File: config.mk
export PLATFORM = sky130hd
export DESIGN_NAME = multicycle_sequencer
export DESIGN_NICKNAME = d
export VERILOG_FILES = /design/src/rtl/multicycle_sequencer.sv
export SDC_FILE = /design/constraint.sdc
export NUM_CORES = 1
export LEC_CHECK = 0
export ABC_AREA = 1
export CORE_AREA = 5 5 81 83
export DETAILED_ROUTE_END_ITERATION = 7
export DIE_AREA = 0 0 86 88
export PLACE_DENSITY = 0.86
export SYNTH_ARGS = -nofsm -noshare
export SYNTH_HDL_FRONTEND = slang
export SYNTH_SLANG_ARGS = --single-unit
File: constraint.sdc
create_clock -name clk -period 2.1 [get_ports clk]
set_input_delay 0.315 -clock clk [delete_from_list [all_inputs] [get_ports clk]]
set_output_delay 0.315 -clock clk [all_outputs]
set_load 0.03 [all_outputs]
File: src/rtl/multicycle_sequencer.sv
// Multi-cycle control FSM for an RV64I single-issue datapath.
// Walks one instruction at a time through FETCH, DECODE, EXEC, MEM and WB.
// It drives every datapath strobe and mux select from that sequence.
// Instruction and data memories may take any number of cycles to answer.
// A bounded wait counter turns a stalled memory into a trap.
// instret counts retired instructions.
module multicycle_sequencer #(
  parameter int CNT_W       = 32,
  parameter int MEM_TIMEOUT = 16
) (
  input  logic             clk,
  input  logic             rst,
  input  logic [6:0]       opcode,
  input  logic             zflag,
  input  logic             imem_ready,
  input  logic             dmem_ready,
  output logic             imem_req,
  output logic             ir_we,
  output logic             pc_we,
  output logic             pc_src,
  output logic             reg_we,
  output logic             mem_rd,
  output logic             mem_wr,
  output logic             alu_src,
  output logic             mem_to_reg,
  output logic [1:0]       alu_op,
  output logic             halted,
  output logic             illegal,
  output logic [CNT_W-1:0] instret,
  output logic [2:0]       state
);

  // Wait counter only needs to hold 0 .. MEM_TIMEOUT-1.
  localparam int WAIT_W = (MEM_TIMEOUT > 1) ? $clog2(MEM_TIMEOUT) : 1;
  localparam logic [WAIT_W-1:0] WAIT_LAST = WAIT_W'(MEM_TIMEOUT - 1);

  localparam logic [6:0] OP_R   = 7'b0110011;
  localparam logic [6:0] OP_I   = 7'b0010011;
  localparam logic [6:0] OP_LD  = 7'b0000011;
  localparam logic [6:0] OP_SD  = 7'b0100011;
  localparam logic [6:0] OP_BEQ = 7'b1100011;

  typedef enum logic [2:0] {
    S_FETCH  = 3'd0,
    S_DECODE = 3'd1,
    S_EXEC   = 3'd2,
    S_MEM    = 3'd3,
    S_WB     = 3'd4,
    S_TRAP   = 3'd7
  } state_t;

  typedef enum logic [2:0] {
    C_NONE = 3'd0,
    C_R    = 3'd1,
    C_I    = 3'd2,
    C_LD   = 3'd3,
    C_SD   = 3'd4,
    C_BEQ  = 3'd5
  } class_t;

  state_t            state_reg, state_next;
  class_t            class_reg, class_next;
  class_t            dec_class;
  class_t            sel_class;
  logic [WAIT_W-1:0] wait_reg, wait_next;
  logic              wait_done;
  logic              illegal_reg, illegal_next;
  logic [CNT_W-1:0]  instret_reg, instret_next;
  logic              alu_src_reg, alu_src_next;
  logic              mem_to_reg_reg, mem_to_reg_next;
  logic [1:0]        alu_op_reg, alu_op_next;
  logic              sel_window;
  logic              retire;

  // Raw strobes before the reset gate.
  logic imem_req_c, ir_we_c, pc_we_c, pc_src_c, reg_we_c, mem_rd_c, mem_wr_c;

  assign wait_done = (wait_reg == WAIT_LAST);

  // Opcode classification; anything unlisted is unsupported.
  always_comb begin
    dec_class = C_NONE;
    case (opcode)
      OP_R:    dec_class = C_R;
      OP_I:    dec_class = C_I;
      OP_LD:   dec_class = C_LD;
      OP_SD:   dec_class = C_SD;
      OP_BEQ:  dec_class = C_BEQ;
      default: dec_class = C_NONE;
    endcase
  end

  // Next-state, wait counter, retire and strobe generation.
  always_comb begin
    state_next   = state_reg;
    class_next   = class_reg;
    wait_next    = wait_reg;
    illegal_next = illegal_reg;
    retire       = 1'b0;
    imem_req_c   = 1'b0;
    ir_we_c      = 1'b0;
    pc_we_c      = 1'b0;
    pc_src_c     = 1'b0;
    reg_we_c     = 1'b0;
    mem_rd_c     = 1'b0;
    mem_wr_c     = 1'b0;

    case (state_reg)
      S_FETCH: begin
        imem_req_c = 1'b1;
        ir_we_c    = imem_ready;
        if (imem_ready) begin
          // A ready on the last allowed cycle still counts as success.
          state_next = S_DECODE;
          wait_next  = '0;
        end else if (wait_done) begin
          state_next = S_TRAP;
          wait_next  = '0;
        end else begin
          wait_next = wait_reg + WAIT_W'(1);
        end
      end

      S_DECODE: begin
        class_next = dec_class;
        if (dec_class == C_NONE) begin
          state_next   = S_TRAP;
          illegal_next = 1'b1;
        end else begin
          state_next = S_EXEC;
        end
      end

      S_EXEC: begin
        case (class_reg)
          C_R, C_I: state_next = S_WB;
          C_LD, C_SD: begin
            state_next = S_MEM;
            wait_next  = '0;
          end
          C_BEQ: begin
            // Branch resolves here; the target is taken only when equal.
            pc_we_c    = 1'b1;
            pc_src_c   = zflag;
            retire     = 1'b1;
            state_next = S_FETCH;
          end
          default: state_next = S_FETCH;
        endcase
      end

      S_MEM: begin
        mem_rd_c = (class_reg == C_LD);
        mem_wr_c = (class_reg == C_SD);
        if ((class_reg != C_LD) && (class_reg != C_SD)) begin
          state_next = S_FETCH;
        end else if (dmem_ready) begin
          wait_next = '0;
          if (class_reg == C_LD) begin
            state_next = S_WB;
          end else begin
            // Stores retire as soon as the write is accepted.
            pc_we_c    = 1'b1;
            retire     = 1'b1;
            state_next = S_FETCH;
          end
        end else if (wait_done) begin
          state_next = S_TRAP;
          wait_next  = '0;
        end else begin
          wait_next = wait_reg + WAIT_W'(1);
        end
      end

      S_WB: begin
        reg_we_c   = 1'b1;
        pc_we_c    = 1'b1;
        retire     = 1'b1;
        state_next = S_FETCH;
      end

      S_TRAP: begin
        // Terminal until reset; all strobes stay low.
        state_next = S_TRAP;
      end

      default: begin
        // Encodings 5 and 6 are unreachable; recover cleanly.
        state_next = S_FETCH;
        wait_next  = '0;
      end
    endcase

    // Every new instruction starts with a clean wait count and class.
    if ((state_next == S_FETCH) && (state_reg != S_FETCH)) begin
      wait_next  = '0;
      class_next = C_NONE;
    end
  end

  // instret advances on each retire and wraps naturally.
  always_comb begin
    instret_next = instret_reg;
    if (retire) begin
      instret_next = instret_reg + CNT_W'(1);
    end
  end

  // Registered selects, live only while the instruction is in EXEC, MEM or WB.
  // In DECODE the class register is not loaded yet, so use the decoded class.
  always_comb begin
    alu_src_next    = 1'b0;
    alu_op_next     = 2'b00;
    mem_to_reg_next = 1'b0;
    sel_class       = (state_reg == S_DECODE) ? dec_class : class_reg;
    sel_window      = (state_next == S_EXEC) || (state_next == S_MEM) ||
                      (state_next == S_WB);
    if (sel_window) begin
      case (sel_class)
        C_R: begin
          alu_src_next = 1'b0;
          alu_op_next  = 2'b10;
        end
        C_I, C_SD: begin
          alu_src_next = 1'b1;
          alu_op_next  = 2'b00;
        end
        C_LD: begin
          alu_src_next    = 1'b1;
          alu_op_next     = 2'b00;
          mem_to_reg_next = 1'b1;
        end
        C_BEQ: begin
          alu_src_next = 1'b0;
          alu_op_next  = 2'b01;
        end
        default: begin
          alu_src_next    = 1'b0;
          alu_op_next     = 2'b00;
          mem_to_reg_next = 1'b0;
        end
      endcase
    end
  end

  // State, class, wait counter, trap cause, retire count and selects.
  always_ff @(posedge clk or negedge rst) begin
    if (!rst) begin
      state_reg      <= S_FETCH;
      class_reg      <= C_NONE;
      wait_reg       <= '0;
      illegal_reg    <= 1'b0;
      instret_reg    <= '0;
      alu_src_reg    <= 1'b0;
      alu_op_reg     <= 2'b00;
      mem_to_reg_reg <= 1'b0;
    end else begin
      state_reg      <= state_next;
      class_reg      <= class_next;
      wait_reg       <= wait_next;
      illegal_reg    <= illegal_next;
      instret_reg    <= instret_next;
      alu_src_reg    <= alu_src_next;
      alu_op_reg     <= alu_op_next;
      mem_to_reg_reg <= mem_to_reg_next;
    end
  end

  // Strobes are forced low while reset is held, independent of the clock.
  assign imem_req   = imem_req_c & rst;
  assign ir_we      = ir_we_c & rst;
  assign pc_we      = pc_we_c & rst;
  assign pc_src     = pc_src_c & rst;
  assign reg_we     = reg_we_c & rst;
  assign mem_rd     = mem_rd_c & rst;
  assign mem_wr     = mem_wr_c & rst;
  assign alu_src    = alu_src_reg;
  assign alu_op     = alu_op_reg;
  assign mem_to_reg = mem_to_reg_reg;
  assign halted     = (state_reg == S_TRAP);
  assign illegal    = illegal_reg;
  assign instret    = instret_reg;
  assign state      = state_reg;

endmodule

Word-level counts from Yosys, hierarchy flattened
Cells that the tools add are included.
{"block": "op_classes", "bitwise_logic": 7, "n_addsub": 2, "n_eq_ne": 29, "n_reduce_logical": 14, "n_mux": 36}
{"op": "$add 32x1->32 const B", "n": 1}
{"op": "$pmux 3 s5", "n": 2}
{"op": "$eq 3x2->1 const B", "n": 8}
{"op": "$mux 3", "n": 8}
{"op": "$mux 4", "n": 6}
{"op": "$eq 3x3->1 const B", "n": 7}
{"op": "$pmux 4 s4", "n": 1}
{"op": "$mux 1", "n": 15}
{"op": "$eq 7x6->1 const B", "n": 2}
{"op": "$eq 3x1->1 const B", "n": 3}
{"op": "$logic_not 3->1", "n": 3}
{"op": "$ne 3x3->1 const B", "n": 3}
{"op": "$and 1x1->1", "n": 7}
{"op": "$eq 7x2->1 const B", "n": 1}
{"op": "$eq 7x5->1 const B", "n": 1}
{"op": "$eq 7x7->1 const B", "n": 1}
{"op": "$pmux 3 s2", "n": 1}
{"op": "$reduce_or 3->1", "n": 2}
{"op": "$add 4x1->4 const B", "n": 1}
{"op": "$eq 4x4->1 const B", "n": 1}
{"op": "$pmux 2 s2", "n": 1}
{"op": "$reduce_or 2->1", "n": 2}
{"op": "$ne 3x2->1 const B", "n": 1}
{"op": "$pmux 1 s3", "n": 1}
{"op": "7 further kinds", "n": 9}
{"block": "totals", "output_inout_bits": 48, "elab_cells": 96, "ff_bits": 47, "input_bits": 12}

Depth between registers and ports, before layout
Gate-level depths: netlist of the first run.
{"block": "logic_depth", "depth_word": 9, "ltp_mapped": 11, "ltp_nobuf": 11}

Worst setup path before layout of the first run
No wires, ideal clock.
{"block": "synth_path", "kind": "register to output", "from": "reg state_reg[0], in the netlist state[0]", "to": "out pc_we", "arrival_ns": 1.714, "t_required_ns": 1.785, "path_stages_with_launch": 8, "path_buffers": 1, "slack_ns": 0.071, "path_cell_list": "dfrtp_1 -> nand2_1 -> nor2_2 -> nand3_1 -> nand2_2 -> inv_1 -> buf_2 -> nor2_1"}
{"block": "synth_between", "elab_chain_cells": 3, "elab_cells_between_ends": 5, "cone_classes": "eq/ne: 3; mux: 1; bitwise: 1"}
{"item": "start: declaration", "line_no": "61", "source": "state_t state_reg, state_next;"}
{"item": "start signal: assignment", "line_no": "258", "source": "state_reg <= state_next;"}
{"item": "$eq 3x3->1 / $eq 3x2->1 (equally long branches)", "line_no": "108", "source": "case (state_reg)"}
{"item": "$pmux 1 s3 (*)", "line_no": "108"}
{"item": "$and 1x1->1 (*)", "line_no": "272", "source": "assign pc_we = pc_we_c & rst;"}
{"item": "end: declaration", "line_no": "19", "source": "output logic pc_we,"}
Mark *: on every way between the ends. The rest lies on a longest branch, timed or not.

Worst setup path after layout of the first run
{"block": "layout_path", "from": "reg class_reg[1]", "to": "out pc_we"}
{"block": "layout_between", "elab_chain_cells": 6, "elab_cells_between_ends": 11, "cone_classes": "eq/ne: 4; mux: 5; bitwise: 1; reduce/logical: 1"}
{"item": "start: declaration", "line_no": "62", "source": "class_t class_reg, class_next;"}
{"item": "start signal: assignment", "line_no": "259", "source": "class_reg <= class_next;"}
{"item": "$eq 3x2->1", "line_no": "159", "source": "if (class_reg == C_LD) begin"}
{"item": "$mux 1", "line_no": "159"}
{"item": "$mux 1", "line_no": "157", "source": "end else if (dmem_ready) begin"}
{"item": "$mux 1", "line_no": "155", "source": "if ((class_reg != C_LD) && (class_reg != C_SD)) begin"}
{"item": "$pmux 1 s3 (*)", "line_no": "108"}
{"item": "$and 1x1->1 (*)", "line_no": "272"}
Marked as above.

==> metrics.csv, run 1 <==
stage,metric,value,unit
outcome,status,completed,
global_route,gr-usage-met3,3.76,%
global_route,antenna_found_initial,0,
critical_path,cpPeakStageDelay,0.45,ns
clocking,insertion_delay,0.31,ns
synthesis,seq_area_frac_synth,40.7,%
sta,finalCritPeriodShare,97.5,%
drt,drc,0,
power,switchingPower,1.51,mW
synthesis,netlist_area,2890,um2
drt,wl_per_cell,13.3,um
drt,antenna_left,0,
critical_path,worstPathCellList,nor2_1 > nand2_1 > nand2_2 > nand3_1 > nand2_2 > inv_1 > nor2_1 > buf_4,
sta,drv_slew,0,
global_route,grt_pass1_vias,2742,
sta,relSlewSlack,64.9,%
final_layout,final_nets,502,
critical_path,crit_fanout,6,
final_layout,finish.utilization,64.4,%
synthesis,ys_types,28,
power,p_int,1.95,mW
global_route,use_met1,30.5,%
final_layout,diodes,0,
synthesis,synth_fp_nets,432,
drt,drt_iter0_drc,247,
synthesis,ys_ff_latch,47,
floorplanning,die_h,88,um
sta,skew,0.0118,ns
global_route,grtUsageMet2,33.9,%
clocking,cts_made_buffers,5,
sta,tightest_slew,0.527,ns
drt,via_per_inst,5.15,
power,peakVddDrop,0.000632,V
final_layout,area_growth,28.8,%
final_layout,drive_above_1_share,7.98,%
critical_path,cp.required,1.78,ns
power,pwr-share-comb,46.1,%
power,seqPwrFrac,34.0,%
floorplanning,start_util,50.0,%
flow_run,cap_violations,0,
sta,fin_crit,2.05,ns
critical_path,cp-start-kind,flop,
clocking,path_clk_slew,0.09,ns
synthesis,synth-async-reset-ratio,100,%
power,p_clk_share,19.8,%
floorplanning,ios,60,
critical_path,critical_path.top_delay_family,simple AND/OR/NAND/NOR gates,
clocking,cts_tree,built,
drt,vias,2906,
floorplanning,die_x,86,um
floorplanning,rows,28,
synthesis,synthFlopType,dfrtp_1,
sta,finalHoldViolations,0,
sta,fin_setup_tns,0,ns
clocking,cts_max_path_buffers,2,
global_route,grt-ovfl-total,0,
placement,io_buffers,59,
power,p_per_area,930,nW/um2
critical_path,arrival,1.73,ns
global_route,grt_pass1_wl,12800,um
power,p_leak,1.72,nW
synthesis,synthCells,418,
sta,rsz0062_at_grt,true,
final_layout,largest_reg_flops,32,
sta,setup_viol,0,
floorplanning,coreArea,5780,um2
clocking,cts.sinks,47,
global_route,globalRouteTotalUtil,21.4,%
floorplanning,dieArea,7570,um2
placement,dp_hpwl,6010,um
critical_path,critPathKind,flop to output port,
synthesis,synth-edff-count,0,
critical_path,cp_slowest_cell,dfrtp_2,
critical_path,cp-end-kind,output port,
drt,wl,7530,um
power,netSwitchingFraction,43.7,%
global_route,grt_max_degree,44,
synthesis,postSynthAreaPerCell,6.92,um2
global_route,grt_busiest_layer,met2,
clocking,cts_max_level,2,
synthesis,ys.warnings.count,0,
drt,drt_pass1_iterations,5,
sta,fmax,488,MHz
placement,gp_congestion,0.968,
clocking,post_cts_buffers,0,
critical_path,critical_path.n_buffers_inverters,2,
worst_hold_path,hp-class,input pin to asynchronous set/reset pin,
clocking,cts_root_buffer,clkbuf_8,
==> metrics by stage <==
stage | cells | setup WS [ns] | area [um2] | hold slack, ns | total power [mW]
final | 564 | 0.0516 | 3720 | 0.389 | 3.46
after CTS | 564 | 0.00989 | 3710 | 0.362 | 3.45
after global routing | 564 | -0.0867 | 3720 | 0.416 | 3.70
after floorplan | 418 | 0.0710 | 2890 | 0.0194 | 2.22
after detailed placement | 555 | 0.211 | 3580 | 0.156 | 2.76
after global placement | 555 | 0.263 | 3580 | 0.152 | 2.74
==> worst reg2reg max path: stages, from the launching register on <==
cell	delay [ns]
dfrtp_1	0.42
inv_1	0.11
nor3_1	0.46
nand3_1	0.12
nor3_1	0.34
nand2_1	0.11
xnor2_1	0.14
==> synthesized netlist by cell type (2+ instances only) <==
cell	instances	area share [%]
o21ai_0	9	1.6
ha_1	2	0.87
nor3_2	2	0.69
o21ai_1	9	1.6
xnor2_1	12	3.6
nand3b_1	2	0.52
nand2_1	138	18
nand4_1	8	1.7
buf_4	2	0.52
xor2_1	14	4.2
a21oi_1	5	0.87
inv_1	51	6.6
nor2_1	57	7.4
nor2_2	2	0.43
nand3_1	24	4.2
inv_2	3	0.39
nor3_1	18	3.1
nand2_2	3	0.65
dfrtp_1	47	41
buf_2	2	0.35
==> layout make-up <==
type | instances | area (um2)
tap | 75 | 93.8
inverter | 54 | 203
clock inverter | 3 | 47.5
multi-input combinational | 313 | 1500
sequential | 47 | 1180
timing repair buffer | 67 | 633
clock buffer | 5 | 68.8
fill | 504 | 2060
==> layer usage <==
metal | vias up | part of all wire [%] | wire, um
met4 | 0 | 1.1 | 80
li1 | 1459 | - | -
met1 | 1333 | 48 | 3580
met2 | 105 | 46 | 3440
met5 | - | 0 | 0
met3 | 9 | 5.7 | 427
==> placed cells by master, fill, tap and decap left out, drive strengths merged, types with 2 or more instances in the layout <==
cell type,synthesis,layout
buf,4,15
dfrtp,47,47
inv,54,55
nand2,141,141
nor3,20,20
clkbuf,0,5
xnor2,12,12
nand4,8,8
clkdlybuf4s50,0,50
o21ai,18,18
ha,2,2
nand3,25,25
nor2,59,59
xor2,14,14
nand3b,2,2
a21oi,6,6
==> power by group through the flow <==
| stage | clock [mW] | combinational [mW] | sequential [mW] |
|---|---|---|---|
| detailed placement | 0 | 1.57 | 1.19 |
| global placement | 0 | 1.55 | 1.19 |
| CTS | 0.697 | 1.58 | 1.17 |
| floorplan | 0 | 0.828 | 1.40 |
| finish | 0.687 | 1.60 | 1.18 |
| global route | 0.732 | 1.76 | 1.20 |
==> cells by family after synthesis <==
kind of cell	Yosys count	share of synthesized area [%]
buf+inv	58	7.88
compound gates	28	5.32
simple gates	257	37.4
xor+xnor	26	7.88
flops	47	40.7
fa+ha+maj	2	0.865
==> worst paths after layout <==
path,slack (ns),to,start,cells past startpoint
hold reg to reg,0.48,instret[31],instret[31],1
max in group asynchronous,0.95,class_reg[1],rst,3
min in group clk,0.48,instret[31],instret[31],1
setup / recovery,0.05,pc_we,class_reg[1],8
setup reg to reg,0.29,instret[31],instret[22],6
hold / removal,0.39,wait_reg[2],rst,2
==> repair_timing <==
item	CTS	global route
resized for setup	0	5
hold buffers	1	0
hold endpoints to repair	4	0
endpoints found under the setup margin	0	4
Power figures use the tool's default switching activity.
==> run 2: changes to the inputs <==
Settings changed: CAP_MARGIN set to 40.
==> results of run 2 <==
The final DEF is identical to that of run 1; final timing and power are the same.
==> run 3: changes to the inputs <==
Settings changed: CORE_AREA 5 5 81 83 to 5 5 83 85, DIE_AREA 0 0 86 88 to 0 0 88 90, PLACE_DENSITY 0.86 to 0.83, SETUP_SLACK_MARGIN set to 0.15.
==> run 3 against run 2 <==
  * Critical path depth is the same
  * Critical path type unchanged
  * Via count is 1.0% higher
  * Register-to-register slack gained 0.02 ns
  * Sequential cell count is the same
==> metrics.csv, run 3 (synthesized netlist as in run 1, its figures left out) <==
stage,metric,value,unit
floorplanning,die_h,90,um
final_layout,finish.utilization,61.1,%
clocking,insertion_delay,0.30,ns
sta,setup_viol,0,
final_layout,final_cell_mix,"137 x nand2_1, 54 x nor2_1, 50 x inv_1, 50 x clkdlybuf4s50_1, 44 x dfrtp_1",
clocking,cts_root_buffer,clkbuf_8,
power,p_per_area,909,nW/um2
sta,skew,0.00982,ns
critical_path,crit_fanout,5,
clocking,cts_max_level,2,
drt,drt_pass1_iterations,5,
placement,post_dp_cell_area,3620,um2
floorplanning,dieArea,7920,um2
sta,rsz0062_at_grt,true,
global_route,grt_max_degree,48,
placement,io_buffers,59,
sta,tightest_slew,0.587,ns
global_route,grt_pass1_vias,2839,
sta,fmax,527,MHz
sta,relSlewSlack,60.9,%
sta,timing.final.ws_setup,0.201,ns
clocking,cts_max_path_buffers,2,
sta,fin_setup_tns,0,ns
final_layout,fin_cells,570,
final_layout,drive_above_1_share,10.5,%
clocking,cts_made_buffers,5,
floorplanning,die_x,88,um
final_layout,largest_reg_flops,32,
outcome,status,completed,
floorplanning,start_util,47.2,%
global_route,grt_pass1_wl,12500,um
final_layout,regArea,1180,um2
drt,wl_per_cell,13.2,um
power,peakVddDrop,0.000769,V
global_route,antenna_found_initial,0,
global_route,globalRouteTotalUtil,19.6,%
critical_path,arrival,1.58,ns
drt,vias,2935,
floorplanning,ios,60,
placement,dp_hpwl,5940,um
floorplanning,coreArea,6130,um2
placement,place_inst,559,
flow_run,cap_violations,0,
final_layout,final_common_cell,nand2_1,
drt,wl,7510,um
final_layout,final.fill_count,563,
clocking,cts.sinks,47,
sta,drv_slew,0,
critical_path,cp.required,1.78,ns
drt,antenna_left,0,
sta,fin_crit,1.90,ns
placement,gp_congestion,0.946,
critical_path,cpMostUsedCell,nand2_2,
clocking,cts_tree,built,
placement,pre_cts_slack,0.0337,ns
final_layout,multiInputGateArea,1530,um2
final_layout,final_nets,508,
sta,finalHoldViolations,0,
critical_path,cpPeakStageDelay,0.44,ns
sta,finalCritPeriodShare,90.4,%
critical_path,critPathKind,flop to output port,
critical_path,cp_slowest_cell,dfrtp_2,
critical_path,worstPathCellList,nor2_1 > nand2_1 > nand2_2 > nand3_1 > nand2_2 > inv_2 > nor2_2 > buf_6,
final_layout,fin_area,3740,um2
drt,via_per_inst,5.15,
drt,drc,0,
global_route,grt-ovfl-total,0,
power,p_leak,1.72,nW
final_layout,diodes,0,
critical_path,cp-end-kind,output port,
final_layout,area_growth,29.5,%
floorplanning,rows,29,
drt,drt_iter0_drc,129,
worst_hold_path,hp-class,input pin to asynchronous set/reset pin,
clocking,path_clk_slew,0.09,ns
critical_path,cp-start-kind,flop,
run 3: report_power, final:
part / switching (mW) / total (mW) / internal (mW)
sequential: 0.138 / 1.18 / 1.04
combinational: 1.10 / 1.72 / 0.618
clock: 0.281 / 0.503 / 0.223
run 3: final timing paths:
check	from	end	slack [ns]	cells after the start
max in group asynchronous	rst	class_reg[0]	1.47	2
min in group clk	illegal	illegal	0.47	2
max reg2reg	wait_reg[0]	alu_src	0.31	8
min reg2reg	illegal	illegal	0.47	2
min	rst	instret[16]	0.20	2
max	class_reg[1]	pc_we	0.20	8
run 3: what timing repair did:
action / 4_1_cts / 5_1_grt
pin swaps: 1 / 2
endpoints found under the setup margin: 8 / 9
gates resized for setup: 20 / 22
hold buffers: 0 / 0
buffers inserted: 1 / 4
run 3: metal layers:
layer  vias up  track usage, %  routed length (um)
met1      1349            23.4                3060
li1       1458               -                   -
met2       105            34.0                3740
met5         -               0                   0
met4         0            6.65                 206
met3        23            4.48                 508
run 3: layout make-up:
type	count	area share [%]
Tap cell	77	2.57
Clock buffer	6	1.94
Inverter	54	5.41
Sequential cell	47	31.5
Timing Repair Buffer	73	17.6
Multi-Input combinational cell	313	40.9
run 3: through the flow:
step / total power [mW] / hold slack [ns]
2_1_floorplan: 2.23 / 0.0194
5_1_grt: 3.63 / 0.244
3_3_place_gp: 2.82 / 0.453
4_1_cts: 3.35 / 0.207
6_report: 3.40 / 0.197
3_5_place_dp: 2.83 / 0.449
run 3: critical path, delay by kind of cell, from the launching register on:
kind	cells	cell delay [ns]
buffers and inverters	2	0.19
flip-flops	1	0.44
AND/OR/NAND/NOR	6	0.67
